===== src/rtl/pcie_rr_tag_alloc.sv =====
// pcie_rr_tag_alloc
//   Hands out 16 PCIe read-request tags in strict round-robin order and
//   retires each one once its QW_PER_REQ completion words have arrived.
//   A sticky watchdog flags requests that stay outstanding with no completion
//   traffic for TIMEOUT cycles.
//
// Ports
//   clock, reset             single clock, synchronous active-high reset
//   req_valid/req_ready      upstream read request handshake, req_addr payload
//   rr_valid/rr_ready        tagged request towards TX, rr_addr/rr_tag payload
//   rc_valid/rc_tag/rc_index completion word from RX (rc_index is ignored)
//   done_valid/done_tag      one-cycle pulse per retired tag
//   err_unexpected           one-cycle pulse per ignored completion word
//   outstanding              number of busy tags (0..16)
//   timeout                  sticky watchdog flag
module pcie_rr_tag_alloc #(
  parameter int QW_PER_REQ = 16,
  parameter int TIMEOUT    = 1000000
) (
  input  logic        clock,
  input  logic        reset,
  input  logic        req_valid,
  output logic        req_ready,
  input  logic [63:0] req_addr,
  output logic        rr_valid,
  input  logic        rr_ready,
  output logic [63:0] rr_addr,
  output logic [7:0]  rr_tag,
  input  logic        rc_valid,
  input  logic [7:0]  rc_tag,
  input  logic [5:0]  rc_index,
  output logic        done_valid,
  output logic [3:0]  done_tag,
  output logic        err_unexpected,
  output logic [4:0]  outstanding,
  output logic        timeout
);

  localparam int CNT_W = (QW_PER_REQ > 1) ? $clog2(QW_PER_REQ) : 1;
  localparam int WD_W  = (TIMEOUT > 0) ? $clog2(TIMEOUT + 1) : 1;
  localparam logic [CNT_W-1:0] CNT_LAST = CNT_W'(QW_PER_REQ - 1);
  localparam logic [WD_W-1:0]  WD_MAX   = WD_W'(TIMEOUT);

  logic [15:0]      busy;
  logic [CNT_W-1:0] word_cnt [16];
  logic [3:0]       alloc_ptr;
  logic [WD_W-1:0]  watchdog;
  logic [WD_W-1:0]  watchdog_next;

  logic       accept;
  logic       rc_hit;
  logic       retire;
  logic [3:0] rc_slot;

  // rc_index is carried for debug visibility only.
  logic unused_rc_index;
  assign unused_rc_index = ^rc_index;

  assign req_ready = !reset && (!rr_valid || rr_ready) && !busy[alloc_ptr];
  assign accept    = req_valid && req_ready;

  // Tags 16..255 never exist, so the upper nibble must be zero to hit.
  assign rc_slot = rc_tag[3:0];
  assign rc_hit  = rc_valid && (rc_tag[7:4] == 4'd0) && busy[rc_slot];
  assign retire  = rc_hit && (word_cnt[rc_slot] == CNT_LAST);

  // Watchdog restarts whenever nothing is pending or completions are flowing,
  // and parks at TIMEOUT so it can never wrap back under the threshold.
  always_comb begin
    watchdog_next = watchdog;
    if ((outstanding == 5'd0) || rc_hit) begin
      watchdog_next = '0;
    end else if (watchdog != WD_MAX) begin
      watchdog_next = watchdog + 1'b1;
    end
  end

  always_ff @(posedge clock) begin
    if (reset) begin
      busy           <= '0;
      alloc_ptr      <= '0;
      rr_valid       <= 1'b0;
      rr_addr        <= '0;
      rr_tag         <= '0;
      done_valid     <= 1'b0;
      done_tag       <= '0;
      err_unexpected <= 1'b0;
      outstanding    <= '0;
      timeout        <= 1'b0;
      watchdog       <= '0;
      for (int i = 0; i < 16; i++) begin
        word_cnt[i] <= '0;
      end
    end else begin
      done_valid     <= 1'b0;
      err_unexpected <= 1'b0;

      // A new accept reloads the presentation register even while the
      // previous one is being consumed, giving one request per cycle.
      if (accept) begin
        rr_valid        <= 1'b1;
        rr_addr         <= req_addr;
        rr_tag          <= {4'b0000, alloc_ptr};
        busy[alloc_ptr] <= 1'b1;
        alloc_ptr       <= alloc_ptr + 4'd1;
      end else if (rr_ready) begin
        rr_valid <= 1'b0;
      end

      // Accept only touches a free tag and retire only a busy one, so the
      // two busy updates can never collide on the same bit.
      if (rc_valid) begin
        if (rc_hit) begin
          if (retire) begin
            busy[rc_slot]     <= 1'b0;
            word_cnt[rc_slot] <= '0;
            done_valid        <= 1'b1;
            done_tag          <= rc_slot;
          end else begin
            word_cnt[rc_slot] <= word_cnt[rc_slot] + 1'b1;
          end
        end else begin
          err_unexpected <= 1'b1;
        end
      end

      case ({accept, retire})
        2'b10:   outstanding <= outstanding + 5'd1;
        2'b01:   outstanding <= outstanding - 5'd1;
        default: outstanding <= outstanding;
      endcase

      watchdog <= watchdog_next;
      if (watchdog_next == WD_MAX) begin
        timeout <= 1'b1;
      end
    end
  end

endmodule

===== config.mk =====
export PLATFORM = sky130hd
export DESIGN_NAME = pcie_rr_tag_alloc
export DESIGN_NICKNAME = d
export VERILOG_FILES = /design/src/rtl/pcie_rr_tag_alloc.sv
export SDC_FILE = /design/constraint.sdc
export NUM_CORES = 1
export LEC_CHECK = 0
export CORE_ASPECT_RATIO = 0.8
export CORE_MARGIN = 2
export CORE_UTILIZATION = 56
export DETAILED_ROUTE_END_ITERATION = 10
export GPL_TIMING_DRIVEN = 1
export PLACE_DENSITY = 0.86
export SLEW_MARGIN = 20
export SYNTH_ARGS = -nofsm -noshare
export SYNTH_HDL_FRONTEND = slang
export SYNTH_SLANG_ARGS = --single-unit

===== constraint.sdc =====
create_clock -name clock -period 12.95 [get_ports clock]
set_input_delay 2.59 -clock clock [delete_from_list [all_inputs] [get_ports clock]]
set_output_delay 2.59 -clock clock [all_outputs]
set_load 0.02 [all_outputs]

==> results.py <==
metrics = {
    "timing": {
        "max_freq_ghz": 0.136,
        "worst_pin_slew_ns": 1.08,
        "setup_violations": 0,
        "fin_ws_ns": 5.60,
        "skew_ns": 0.00769,
        "min_period_ns": 7.35,
        "finalHoldViolCount": 0,
        "min_period_over_period": 0.567,
        "slew_headroom": 0.276,
        "finalMaxSlewViolations": 0,
        "fin_tns_setup_ns": 0,
        "rsz0062_at_grt": "no",
    },
    "clock_network": {
        "cts_sinks": 185,
        "clkTransAtPathRegs_ns": 0.06,
        "h-tree-depth": 4,
        "cts_tree": "built",
        "cts_max_path_buffers": 2,
        "root_buffer": "clkbuf_16",
        "numCtsBuffers": 17,
        "cts_setup_buffers": 0,
        "cts_resized": 0,
        "clock_latency_ns": 0.42,
        "hold_buffers": 0,
    },
    "cells_and_area": {
        "nets": 1092,
        "final_core_util": 0.733,
        "mostFrequentLayoutCell": "nand2_1",
        "area_delta_synth_final_pct": 26.3,
        "layout_common_cells": "nand2_1, clkdlybuf4s50_1, dfxtp_1, nor2_1, a21oi_1",
        "antenna_cells": 0,
        "regArea_um2": 4340,
        "multi_input_area_um2": 3760,
        "fillerInstances": 1075,
        "final_area_um2": 10600,
        "layout-drive-gt1-share": 0.0890,
    },
    "placement": {
        "hpwl_um": 13800,
        "dpl_worst_slack_ns": 5.67,
        "globalplace.congestion": 0.837,
        "io_buffers": 158,
        "placed_area_um2": 9990,
    },
    "routing": {
        "dr.pass1.iters": 7,
        "wl_per_cell_um": 17.5,
        "antenna_left": 0,
        "wl_um": 20900,
        "vias": 7013,
        "viasPerCell": 5.87,
        "drc": 0,
        "drt_iter0_drc": 693,
    },
    "power_and_ir_drop": {
        "clockPowerShare": 0.391,
        "power_density_nw_per_um2": 122,
        "pwr-share-comb": 0.120,
        "power.total_mw": 1.29,
        "switching_share": 0.250,
        "p_switching_mw": 0.322,
        "p_int_mw": 0.965,
        "power.share.sequential": 0.489,
        "leakagePower_nw": 3.64,
        "peakVddDrop_mv": 0.102,
    },
    "setup_path": {
        "cp_max_fo": 102,
        "critPathRequiredTime_ns": 10.36,
        "timing.rr.start": "word_cnt[2][0]$_SDFFCE_PN0P_",
        "cp_slowest_cell": "buf_4",
        "worstSetupPathType": "input pin to primary output",
        "slowest_delay_ns": 0.76,
        "timing.critical_path.arrival_ns": 4.76,
        "crit_family": "buffers and inverters",
        "worstPathCellList": "buf_4 > inv_2 > nand2_1 > nor2_1 > clkdlybuf4s50_1",
        "start_kind": "input pin",
        "reg2reg_depth": 14,
        "timing.rr.end": "outstanding[4]$_SDFFE_PP0P_",
        "cp-end-kind": "primary output",
        "ff2ff_setup_slack_ns": 9.02,
        "path_buf_inv": 3,
    },
    "global_routing": {
        "grt_use_total": 0.264,
        "grt_max_degree": 103,
        "overflow": 0,
        "grt_antenna_before_repair": 0,
        "grt_pass1_wl_um": 33600,
        "grt_pass1_vias": 6671,
    },
    "logic_synthesis": {
        "synth.distinct_cells": 65,
        "async_flop_share": 0,
        "synth-compound-area-share": 0.117,
        "ys.flop_type": "dfxtp_1",
        "syn_area_per_cell_um2": 9.53,
        "synth-xor-area-share": 0.0314,
        "netlist_area_um2": 8380,
        "ys_seq_elements": 185,
        "postSynthCellCount": 879,
        "synth_top_family_by_area": "simple AND/OR/NAND/NOR gates",
        "yosysWarnings": 0,
        "synthAdderAreaFrac": 0.0164,
        "ys_seq_area_frac": 0.519,
        "synth-simple-area-share": 0.197,
        "synth_edf_count": 64,
        "synthMuxAreaShare": 0.0792,
    },
    "die": {
        "dieArea_um2": 16000,
        "start_util": 0.580,
        "ios": 169,
        "dieHeight_um": 113,
        "fp.dieW_um": 141,
        "rows": 39,
        "core_um2": 14400,
    },
    "status": {
        "status": "completed",
    },
    "run": {
        "cap_violations": 0,
    },
    "worst_hold_path": {
        "holdPathEnd": "rr_addr[10]$_SDFFE_PP0N_",
        "hp-start": "rr_addr[10]$_SDFFE_PP0N_",
        "hold_class": "flop to flop",
        "whs_path_depth": 2,
    },
}
[worst max-delay path by stage]
stage                          from                          end  cells after the start
after global placement        reset                    req_ready                      5
after detailed placement      reset                    req_ready                      5
after CTS                     reset                    req_ready                      5
after global routing          reset                    req_ready                      5
final                         reset                    req_ready                      5
after floorplan           rc_tag[0]  outstanding[4]$_SDFFE_PP0P_                     19
[power groups by stage]
stage / combinational, mW / clock [mW] / sequential (mW)
6_report: 0.154 / 0.504 / 0.630
5_1_grt: 0.166 / 0.531 / 0.632
4_1_cts: 0.153 / 0.507 / 0.630
3_5_place_dp: 0.152 / 0 / 0.643
3_3_place_gp: 0.149 / 0 / 0.642
2_1_floorplan: 0.0720 / 0 / 0.654
[sequential cells by signal, summed over array words and instances (netlist names)]
signal          cells
alloc_ptr           4
busy               16
done_tag            4
done_valid          1
err_unexpected      1
outstanding         5
rr_addr            64
rr_tag              4
rr_valid            1
timeout             1
watchdog           20
word_cnt           64
[metrics by stage]
stage / hold slack [ns] / std cells
global placement: 0.438 / 1163
floorplan: 0.486 / 882
detailed placement: 0.442 / 1163
finish: 0.450 / 1195
CTS: 0.452 / 1195
global route: 0.471 / 1195
[layout make-up]
type	instances	area share
sequential	185	0.411
multi-input combinational	617	0.356
timing repair buffer	165	0.154
clock buffer	19	0.0429
tap	184	0.0218
clock inverter	13	0.0108
inverter	12	0.00426
[worst register-to-register path, cell delays in order, from the launching register on]
cell and delay [ns]:
edfxtp_1 0.37, mux4_2 0.47, a22oi_1 0.33, nand3_1 0.22, ha_1 0.38, and3b_1 0.27, ha_1 0.31, xor2_1 0.19
ha_1 0.22, o21a_1 0.17, o22a_1 0.19, a21oi_1 0.17, xor2_1 0.10, or3_1 0.31, a21oi_1 0.14
[Yosys cell counts (11+ instances only)]
library cell	n	share of area
a211oi_1	17	0.015
a21oi_1	81	0.048
a31oi_1	15	0.011
clkbuf_1	54	0.024
dfxtp_1	121	0.29
edfxtp_1	64	0.23
ha_1	11	0.016
mux4_2	21	0.056
nand2_1	173	0.078
nand3_1	21	0.013
nor2_1	104	0.047
nor2b_1	12	0.0090
nor3_1	20	0.012
o21ai_0	11	0.0066
xnor2_1	16	0.017
xor2_1	14	0.015
[kinds of logic after synthesis]
kind of cell | after synthesis
simple gates | 375
flops | 185
compound gates | 158
buf+inv | 80
mux | 39
xor+xnor | 30
fa+ha+maj | 11
other cells | 1
[per-layer routing]
layer	share of wire	wire length, µm	global-route usage	up-vias
li1	-	-	-	3322
met1	0.42	8710	0.353	3310
met2	0.47	9860	0.427	335
met3	0.090	1870	0.0789	46
met4	0.020	409	0.0687	0
met5	0	0	0	-
Power figures use the tool's default switching activity.
